<file path="src/rtl/npc_pkg.sv">
// Shared decode constants for the NPC core: major opcodes, the EBREAK word,
// the ALU operation encoding and the decoded control bundle.
package npc_pkg;

    localparam logic [6:0] OP_IMM = 7'b0010011;
    localparam logic [6:0] LUI    = 7'b0110111;
    localparam logic [6:0] AUIPC  = 7'b0010111;
    localparam logic [6:0] JAL    = 7'b1101111;
    localparam logic [6:0] JALR   = 7'b1100111;
    localparam logic [6:0] SYSTEM = 7'b1110011;

    localparam logic [31:0] EBREAK_WORD = 32'h0010_0073;

    typedef enum logic [3:0] {
        ALU_ADD   = 4'd0,
        ALU_SLT   = 4'd1,
        ALU_SLTU  = 4'd2,
        ALU_XOR   = 4'd3,
        ALU_OR    = 4'd4,
        ALU_AND   = 4'd5,
        ALU_SLL   = 4'd6,
        ALU_SRL   = 4'd7,
        ALU_SRA   = 4'd8,
        ALU_PASSB = 4'd9
    } alu_op_e;

    // Width-independent part of the decoded bundle; pc and imm live beside it.
    typedef struct packed {
        logic [4:0] rs1;
        logic [4:0] rd;
        alu_op_e    alu_op;
        logic       a_pc;
        logic       reg_wr;
        logic       jump;
        logic       ebreak;
        logic       illegal;
    } ctrl_t;

endpackage

</file>
<file path="src/rtl/idu_pipe_if.sv">
// Fetch-side and execute-side handshake bundle of the decode stage.
// slave is the decode stage's view; master is the surrounding core's view.
interface idu_pipe_if #(
    parameter int XLEN     = 64,
    parameter int ALU_OP_W = 4
);
    logic                in_valid;
    logic                in_ready;
    logic [XLEN-1:0]     in_pc;
    logic [31:0]         in_inst;
    logic                flush;
    logic                out_valid;
    logic                out_ready;
    logic [XLEN-1:0]     out_pc;
    logic [4:0]          out_rs1;
    logic [4:0]          out_rd;
    logic [XLEN-1:0]     out_imm;
    logic [ALU_OP_W-1:0] out_alu_op;
    logic                out_a_pc;
    logic                out_reg_wr;
    logic                out_jump;
    logic                out_ebreak;
    logic                out_illegal;

    modport slave (
        input  in_valid, in_pc, in_inst, flush, out_ready,
        output in_ready, out_valid, out_pc, out_rs1, out_rd, out_imm,
               out_alu_op, out_a_pc, out_reg_wr, out_jump, out_ebreak, out_illegal
    );

    modport master (
        output in_valid, in_pc, in_inst, flush, out_ready,
        input  in_ready, out_valid, out_pc, out_rs1, out_rd, out_imm,
               out_alu_op, out_a_pc, out_reg_wr, out_jump, out_ebreak, out_illegal
    );
endinterface

</file>
<file path="src/rtl/idu_dec.sv">
// Combinational RV32I/RV64I decoder for OP-IMM, LUI, AUIPC, JAL, JALR, EBREAK.
// Anything else yields an all-zero bundle with only illegal set.
module idu_dec
    import npc_pkg::*;
#(
    parameter int XLEN = 64
) (
    input  logic [31:0]     inst,
    output ctrl_t           ctrl,
    output logic [XLEN-1:0] imm
);

    logic [6:0]         opcode;
    logic [2:0]         funct3;
    logic signed [11:0] imm_i;
    logic signed [31:0] imm_u;
    logic signed [20:0] imm_j;
    logic [5:0]         shamt;
    logic               shamt_ok;
    logic               bad;

    assign opcode = inst[6:0];
    assign funct3 = inst[14:12];
    assign imm_i  = inst[31:20];
    assign imm_u  = {inst[31:12], 12'b0};
    assign imm_j  = {inst[31], inst[19:12], inst[20], inst[30:21], 1'b0};

    // RV32 has a 5-bit shamt, so inst[25] joins the must-be-zero funct bits.
    assign shamt    = (XLEN == 64) ? inst[25:20] : {1'b0, inst[24:20]};
    assign shamt_ok = ((inst[31:26] == 6'b000000) || (inst[31:26] == 6'b010000))
                      && ((XLEN == 64) || !inst[25]);

    // NOTE: every output gets a default before the case so no path infers a latch.
    always_comb begin
        ctrl = '0;
        imm  = '0;
        bad  = 1'b0;
        case (opcode)
            OP_IMM: begin
                ctrl.rd     = inst[11:7];
                ctrl.rs1    = inst[19:15];
                ctrl.reg_wr = 1'b1;
                imm         = XLEN'(imm_i);
                case (funct3)
                    3'b000: ctrl.alu_op = ALU_ADD;
                    3'b010: ctrl.alu_op = ALU_SLT;
                    3'b011: ctrl.alu_op = ALU_SLTU;
                    3'b100: ctrl.alu_op = ALU_XOR;
                    3'b110: ctrl.alu_op = ALU_OR;
                    3'b111: ctrl.alu_op = ALU_AND;
                    3'b001: begin
                        ctrl.alu_op = ALU_SLL;
                        imm         = XLEN'(shamt);
                        bad         = !shamt_ok;
                    end
                    default: begin
                        ctrl.alu_op = inst[30] ? ALU_SRA : ALU_SRL;
                        imm         = XLEN'(shamt);
                        bad         = !shamt_ok;
                    end
                endcase
            end
            LUI: begin
                ctrl.rd     = inst[11:7];
                ctrl.reg_wr = 1'b1;
                ctrl.alu_op = ALU_PASSB;
                imm         = XLEN'(imm_u);
            end
            AUIPC: begin
                ctrl.rd     = inst[11:7];
                ctrl.reg_wr = 1'b1;
                ctrl.a_pc   = 1'b1;
                imm         = XLEN'(imm_u);
            end
            JAL: begin
                ctrl.rd     = inst[11:7];
                ctrl.reg_wr = 1'b1;
                ctrl.a_pc   = 1'b1;
                ctrl.jump   = 1'b1;
                imm         = XLEN'(imm_j);
            end
            JALR: begin
                ctrl.rd     = inst[11:7];
                ctrl.rs1    = inst[19:15];
                ctrl.reg_wr = 1'b1;
                ctrl.a_pc   = 1'b1;
                ctrl.jump   = 1'b1;
                imm         = XLEN'(imm_i);
                bad         = (funct3 != 3'b000);
            end
            SYSTEM: begin
                if (inst == EBREAK_WORD) ctrl.ebreak = 1'b1;
                else                     bad         = 1'b1;
            end
            default: bad = 1'b1;
        endcase

        if (bad) begin
            ctrl         = '0;
            ctrl.illegal = 1'b1;
            imm          = '0;
        end
    end

endmodule

</file>
<file path="src/rtl/idu_pipe.sv">
// Decode stage: one output register plus a one-entry skid buffer holding
// decoded bundles, so backpressure never drops or reorders instructions.
module idu_pipe
    import npc_pkg::*;
#(
    parameter int XLEN     = 64,
    parameter int ALU_OP_W = 4
) (
    input logic       clk,
    input logic       rstn,
    idu_pipe_if.slave bus
);

    ctrl_t           dec_ctrl;
    logic [XLEN-1:0] dec_imm;

    logic            out_valid_q;
    ctrl_t           out_ctrl;
    logic [XLEN-1:0] out_imm_q;
    logic [XLEN-1:0] out_pc_q;

    logic            skid_valid;
    ctrl_t           skid_ctrl;
    logic [XLEN-1:0] skid_imm;
    logic [XLEN-1:0] skid_pc;

    logic accept;
    logic out_free;

    idu_dec #(.XLEN(XLEN)) u_dec (
        .inst (bus.in_inst),
        .ctrl (dec_ctrl),
        .imm  (dec_imm)
    );

    assign accept   = bus.in_valid && bus.in_ready;
    assign out_free = !out_valid_q || bus.out_ready;

    // NOTE: sequential state uses non-blocking assignments so every register samples pre-edge values.
    always_ff @(posedge clk) begin
        if (!rstn) begin
            out_valid_q <= 1'b0;
            skid_valid  <= 1'b0;
            out_ctrl    <= '0;
            out_imm_q   <= '0;
            out_pc_q    <= '0;
        end else if (bus.flush) begin
            out_valid_q <= 1'b0;
            skid_valid  <= 1'b0;
        end else if (out_free) begin
            if (skid_valid) begin
                out_valid_q <= 1'b1;
                skid_valid  <= 1'b0;
                out_ctrl    <= skid_ctrl;
                out_imm_q   <= skid_imm;
                out_pc_q    <= skid_pc;
            end else begin
                out_valid_q <= accept;
                if (accept) begin
                    out_ctrl  <= dec_ctrl;
                    out_imm_q <= dec_imm;
                    out_pc_q  <= dec_pc_sel();
                end
            end
        end else if (accept) begin
            skid_valid <= 1'b1;
        end
    end

    function automatic logic [XLEN-1:0] dec_pc_sel();
        return bus.in_pc;
    endfunction

    // NOTE: the skid payload has no reset; skid_valid alone says whether it means anything.
    always_ff @(posedge clk) begin
        if (accept && !out_free) begin
            skid_ctrl <= dec_ctrl;
            skid_imm  <= dec_imm;
            skid_pc   <= bus.in_pc;
        end
    end

    assign bus.in_ready    = rstn && !skid_valid;
    assign bus.out_valid   = out_valid_q;
    assign bus.out_pc      = out_pc_q;
    assign bus.out_rs1     = out_ctrl.rs1;
    assign bus.out_rd      = out_ctrl.rd;
    assign bus.out_imm     = out_imm_q;
    assign bus.out_alu_op  = ALU_OP_W'(out_ctrl.alu_op);
    assign bus.out_a_pc    = out_ctrl.a_pc;
    assign bus.out_reg_wr  = out_ctrl.reg_wr;
    assign bus.out_jump    = out_ctrl.jump;
    assign bus.out_ebreak  = out_ctrl.ebreak;
    assign bus.out_illegal = out_ctrl.illegal;

endmodule

</file>
<file path="src/flat_wrapper.sv">
// flat-port wrapper written by rule: the top's interface ports become plain ports
module idu_pipe_flat import npc_pkg::*;
#(
    parameter int XLEN     = 64,
    parameter int ALU_OP_W = 4
)
  (clk, rstn, bus_in_valid, bus_in_pc, bus_in_inst, bus_flush, bus_out_ready, bus_in_ready, bus_out_valid, bus_out_pc, bus_out_rs1, bus_out_rd, bus_out_imm, bus_out_alu_op, bus_out_a_pc, bus_out_reg_wr, bus_out_jump, bus_out_ebreak, bus_out_illegal);
  idu_pipe_if #(.XLEN(XLEN), .ALU_OP_W(ALU_OP_W)) bus_i ();
  input logic clk;
  input logic rstn;
  input wire logic [$bits(bus_i.in_valid)-1:0] bus_in_valid;
  input wire logic [$bits(bus_i.in_pc)-1:0] bus_in_pc;
  input wire logic [$bits(bus_i.in_inst)-1:0] bus_in_inst;
  input wire logic [$bits(bus_i.flush)-1:0] bus_flush;
  input wire logic [$bits(bus_i.out_ready)-1:0] bus_out_ready;
  output wire logic [$bits(bus_i.in_ready)-1:0] bus_in_ready;
  output wire logic [$bits(bus_i.out_valid)-1:0] bus_out_valid;
  output wire logic [$bits(bus_i.out_pc)-1:0] bus_out_pc;
  output wire logic [$bits(bus_i.out_rs1)-1:0] bus_out_rs1;
  output wire logic [$bits(bus_i.out_rd)-1:0] bus_out_rd;
  output wire logic [$bits(bus_i.out_imm)-1:0] bus_out_imm;
  output wire logic [$bits(bus_i.out_alu_op)-1:0] bus_out_alu_op;
  output wire logic [$bits(bus_i.out_a_pc)-1:0] bus_out_a_pc;
  output wire logic [$bits(bus_i.out_reg_wr)-1:0] bus_out_reg_wr;
  output wire logic [$bits(bus_i.out_jump)-1:0] bus_out_jump;
  output wire logic [$bits(bus_i.out_ebreak)-1:0] bus_out_ebreak;
  output wire logic [$bits(bus_i.out_illegal)-1:0] bus_out_illegal;
  assign bus_i.in_valid = bus_in_valid;
  assign bus_i.in_pc = bus_in_pc;
  assign bus_i.in_inst = bus_in_inst;
  assign bus_i.flush = bus_flush;
  assign bus_i.out_ready = bus_out_ready;
  assign bus_in_ready = bus_i.in_ready;
  assign bus_out_valid = bus_i.out_valid;
  assign bus_out_pc = bus_i.out_pc;
  assign bus_out_rs1 = bus_i.out_rs1;
  assign bus_out_rd = bus_i.out_rd;
  assign bus_out_imm = bus_i.out_imm;
  assign bus_out_alu_op = bus_i.out_alu_op;
  assign bus_out_a_pc = bus_i.out_a_pc;
  assign bus_out_reg_wr = bus_i.out_reg_wr;
  assign bus_out_jump = bus_i.out_jump;
  assign bus_out_ebreak = bus_i.out_ebreak;
  assign bus_out_illegal = bus_i.out_illegal;
  idu_pipe #(.XLEN(XLEN), .ALU_OP_W(ALU_OP_W)) u_core (.clk(clk), .rstn(rstn), .bus(bus_i));
endmodule
</file>
<file path="config.mk">
export PLATFORM = sky130hd
export DESIGN_NAME = idu_pipe_flat
export DESIGN_NICKNAME = d
export VERILOG_FILES = /design/src/rtl/npc_pkg.sv /design/src/rtl/idu_pipe_if.sv /design/src/rtl/idu_dec.sv /design/src/rtl/idu_pipe.sv /design/src/flat_wrapper.sv
export SDC_FILE = /design/constraint.sdc
export NUM_CORES = 1
export LEC_CHECK = 0
export ABC_AREA = 1
export BUFFER_PORTS_ARGS = -buffer_cell sky130_fd_sc_hd__clkbuf_2
export CAP_MARGIN = 20
export CORE_ASPECT_RATIO = 2
export CORE_UTILIZATION = 45
export CTS_CLUSTER_DIAMETER = 100
export DETAILED_ROUTE_END_ITERATION = 10
export PLACE_DENSITY = 0.71
export REMOVE_ABC_BUFFERS = 1
export SYNTH_ARGS = -nofsm -noshare
export SYNTH_HDL_FRONTEND = slang
export SYNTH_SLANG_ARGS = --single-unit
</file>
<file path="constraint.sdc">
create_clock -name clk -period 10.34 [get_ports clk]
set_input_delay 0.517 -clock clk [delete_from_list [all_inputs] [get_ports clk]]
set_output_delay 0.517 -clock clk [all_outputs]
set_load 0.03 [all_outputs]
</file>
==> flow_summary.ini <==
[synth]
synth-seq-cells = 232
yosys_warnings = 0
synth_area_leaders = edfxtp_1 (35%), dfxtp_1 (24%), nand2_1 (7.2%), a21oi_1 (6.1%), o21ai_0 (5.9%)
ys_types = 30
synth_top_area_share_pct = 34.8
synthesis.area_um2 = 9910
ys_seq_area_share_pct = 58.5
postSynthAreaPerCell_um2 = 9.34
synth_cells = 1061
yosysTopAreaCell = edfxtp_1

[sta]
finalSetupTns_ns = 0
clock_skew_ns = 0.0119
slew_viol_final = 0
fmax_ghz = 0.308
timing.final.hold_violations = 0
rsz0062_at_grt = false
finalCriticalPeriod_ns = 3.25
tightest_slew_ns = 1.17
setup_viol = 0
fin_crit_sh_pct = 31.4
slew_headroom_pct = 22.1
hold_slack_ns = 0.208

[power_and_ir_drop]
p_leak_uw = 0.00472
ir_worst_vdd_mv = 0.117
comb_power_share_pct = 9.9
p_per_area_nw_per_um2 = 168
sw_frac_of_total_pct = 25.1
power.switching_uw = 491
intPower_uw = 1460
seq_power_share_pct = 51.2
clkPwrFrac_pct = 39.0

[setup_path]
path_max_fanout = 118
cp.arrival_ns = 3.67
cpLargestDelayFamily = buffers and inverters
startpoint_type = flop
path_class = flop to flop
rr_endpoint = u_core.bus.out_rs1[3]
required_ns = 10.76
r2r_start = u_core.skid_valid
r2r_slack_ns = 7.09
critical-path-max-stage-delay_ns = 0.83
r2r_cells = 6
crit_path_cell_trace = a21oi_1 -> nor3_4 -> buf_4 -> buf_4 -> o21ai_0 -> a21oi_1
cp-end-kind = flop
cp_num_buf_inv = 2
cpMaxStageDelayCell = dfxtp_4

[min_path]
hold_depth = 1
whs_endpoint = u_core.skid_pc[30]
hp-start = bus_in_pc[30]
min_path_type = input port to flop

[clocking]
cts.path.max_buffers = 3
clock_sinks = 232
cts_setup_buffers = 0
cts_made_buffers = 21
cts_hold_buf = 0
ctsResizeCount = 0
root_buffer = clkbuf_16
cts_tree = yes
cts.clk_slew.worst_paths_ns = 0.07
cts_max_level = 1
insertion_delay_ns = 0.51

[routing]
vias_per_cell = 5.57
drtAntennaViolNets = 0
wl_per_cell_um = 18.5
drcViolationCount = 0
first_iter_violations = 611
vias = 8435
drt_wl_total_mm = 28.0
dr.pass1.iters = 5

[cells_and_area]
nFillCells = 2024
syn_to_final_growth_pct = 17.2
drive_gt1_share_pct = 25.7
nets = 1328

[global_route]
gr-total-overflow = 0
grt_antenna_before_repair = 1
grt_first_pass_wirelength_mm = 41.8
grt_pass1_vias = 7783
grt_max_degree = 119
track_usage_pct = 23.8

[place]
routabilityCongestion = 0.987
io_buffers = 249
post-dp-hpwl_mm = 18.3

[die]
core_area_um2 = 21600
die-area_um2 = 22700
initial_core_util_pct = 45.9
rows = 76
io_pins = 250
fp.dieW_um = 107
die_h_um = 212

[flow_run]
max_cap_violations = 0

[run_status]
run_status = completed
cell usage after synthesis:
cell type,instances
inv_2,4
inv_1,40
buf_6,7
nor4_1,1
nand2_4,1
nor2_1,44
nand2_1,189
xor2_1,1
buf_4,33
nor3b_1,1
edfxtp_1,115
clkbuf_1,53
buf_1,4
o21ai_0,117
clkinv_1,2
buf_2,18
nand2_2,3
a21oi_1,121
a31oi_1,72
nand3b_1,1
nand3_1,36
a21oi_4,1
dfxtp_1,117
nor2_2,3
o21ai_1,4
nand4_1,49
or2_2,2
nor3_2,14
nor3_1,7
o211ai_1,1
final cells by class:
cell class | instances | area (um^2) | area share [%]
diodes | 1 | 2.50 | 0.0215
clock buffers | 30 | 591 | 5.08
clock inverters | 7 | 66.3 | 0.571
inverters | 46 | 174 | 1.50
multi-input cells | 668 | 3330 | 28.6
flip-flops and latches | 232 | 5800 | 49.9
well taps | 273 | 342 | 2.94
repair buffers | 258 | 1310 | 11.3
worst register-to-register path, cell delays in order, from the launching register on:
cell     delay (ns)
dfxtp_4        0.83
a21oi_1        0.23
nor3_4         0.19
buf_4          0.83
buf_4          0.68
o21ai_0        0.23
a21oi_1        0.19
flip-flops by register name, summed over array words and instances, names as in the netlist, 4 cells and up:
register	cells
u_core.bus.out_rs1	5
u_core.skid_imm	32
u_core.bus.out_rd	5
u_core.bus.out_imm	32
u_core.bus.out_alu_op	4
u_core.bus.out_pc	64
u_core.skid_pc	64
u_core.skid_ctrl	19
routing by layer:
layer	track usage [%]	vias up	wire [um]
met4	12.0	0	1230
li1	-	4062	-
met2	43.7	348	14900
met5	0	-	0
met1	27.2	3959	10400
met3	1.66	66	1470
worst max path at each step:
stage                     cells past startpoint         startpoint  slack, ns                endpoint
final                                         6  u_core.skid_valid       7.09   u_core.bus.out_rs1[3]
after global routing                          6  u_core.skid_valid       6.83   u_core.bus.out_pc[49]
after CTS                                     6  u_core.skid_valid       7.05   u_core.bus.out_rs1[3]
after detailed placement                     11     bus_in_inst[8]       6.91      u_core.skid_imm[7]
after global placement                       11     bus_in_inst[9]       6.93      u_core.skid_imm[7]
after floorplan                               5  u_core.skid_valid       1.61  u_core.bus.out_imm[62]
power groups by stage:
stage               clock (uW)  combinational, uW  sequential (uW)
detailed placement           0                193             1020
finish                     762                193             1000
CTS                        779                193             1000
global route               808                208             1000
floorplan                    0               54.7             1080
global placement             0                191             1020
cells by family after synthesis:
logic type | Yosys count | share of synthesized area, %
flip-flops | 232 | 58.5
buffers and inverters | 161 | 8.10
XOR/XNOR | 1 | 0.0884
AO/OA/AOI/OAI | 316 | 17.0
AND/OR/NAND/NOR | 351 | 16.3
per-stage QoR:
| stage | cells | setup WS (ns) | area, um^2 | total power, uW | utilization [%] |
|---|---|---|---|---|---|
| 2_1_floorplan | 946 | 1.61 | 9280 | 1130 | - |
| 3_3_place_gp | 1477 | 6.93 | 11000 | 1210 | 50.8 |
| 3_5_place_dp | 1477 | 6.91 | 11000 | 1210 | 50.8 |
| 4_1_cts | 1514 | 7.05 | 11600 | 1970 | 53.8 |
| 5_1_grt | 1515 | 6.83 | 11600 | 2020 | 53.8 |
| 6_report | 1515 | 7.09 | 11600 | 1960 | 53.8 |
cell usage in the layout, fill, tap and decap left out, types with 2 or more instances in the layout:
cell type  synthesis  layout
a21oi_1          121     121
a31oi_1           72      72
buf_4             33       9
clkbuf_1          53       7
clkbuf_16          0      22
clkbuf_2           0     248
clkinv_2           0       5
dfxtp_1          117     116
edfxtp_1         115     115
inv_1             40      40
inv_2              4       4
nand2_1          189     189
nand2_2            3       3
nand3_1           36      36
nand4_1           49      49
nor2_1            44      43
nor2_2             3       3
nor3_1             7       7
nor3_2            14      13
o21ai_0          117     117
o21ai_1            4       4
or2_2              2       2
No activity file was read; power rests on OpenSTA's default activity.
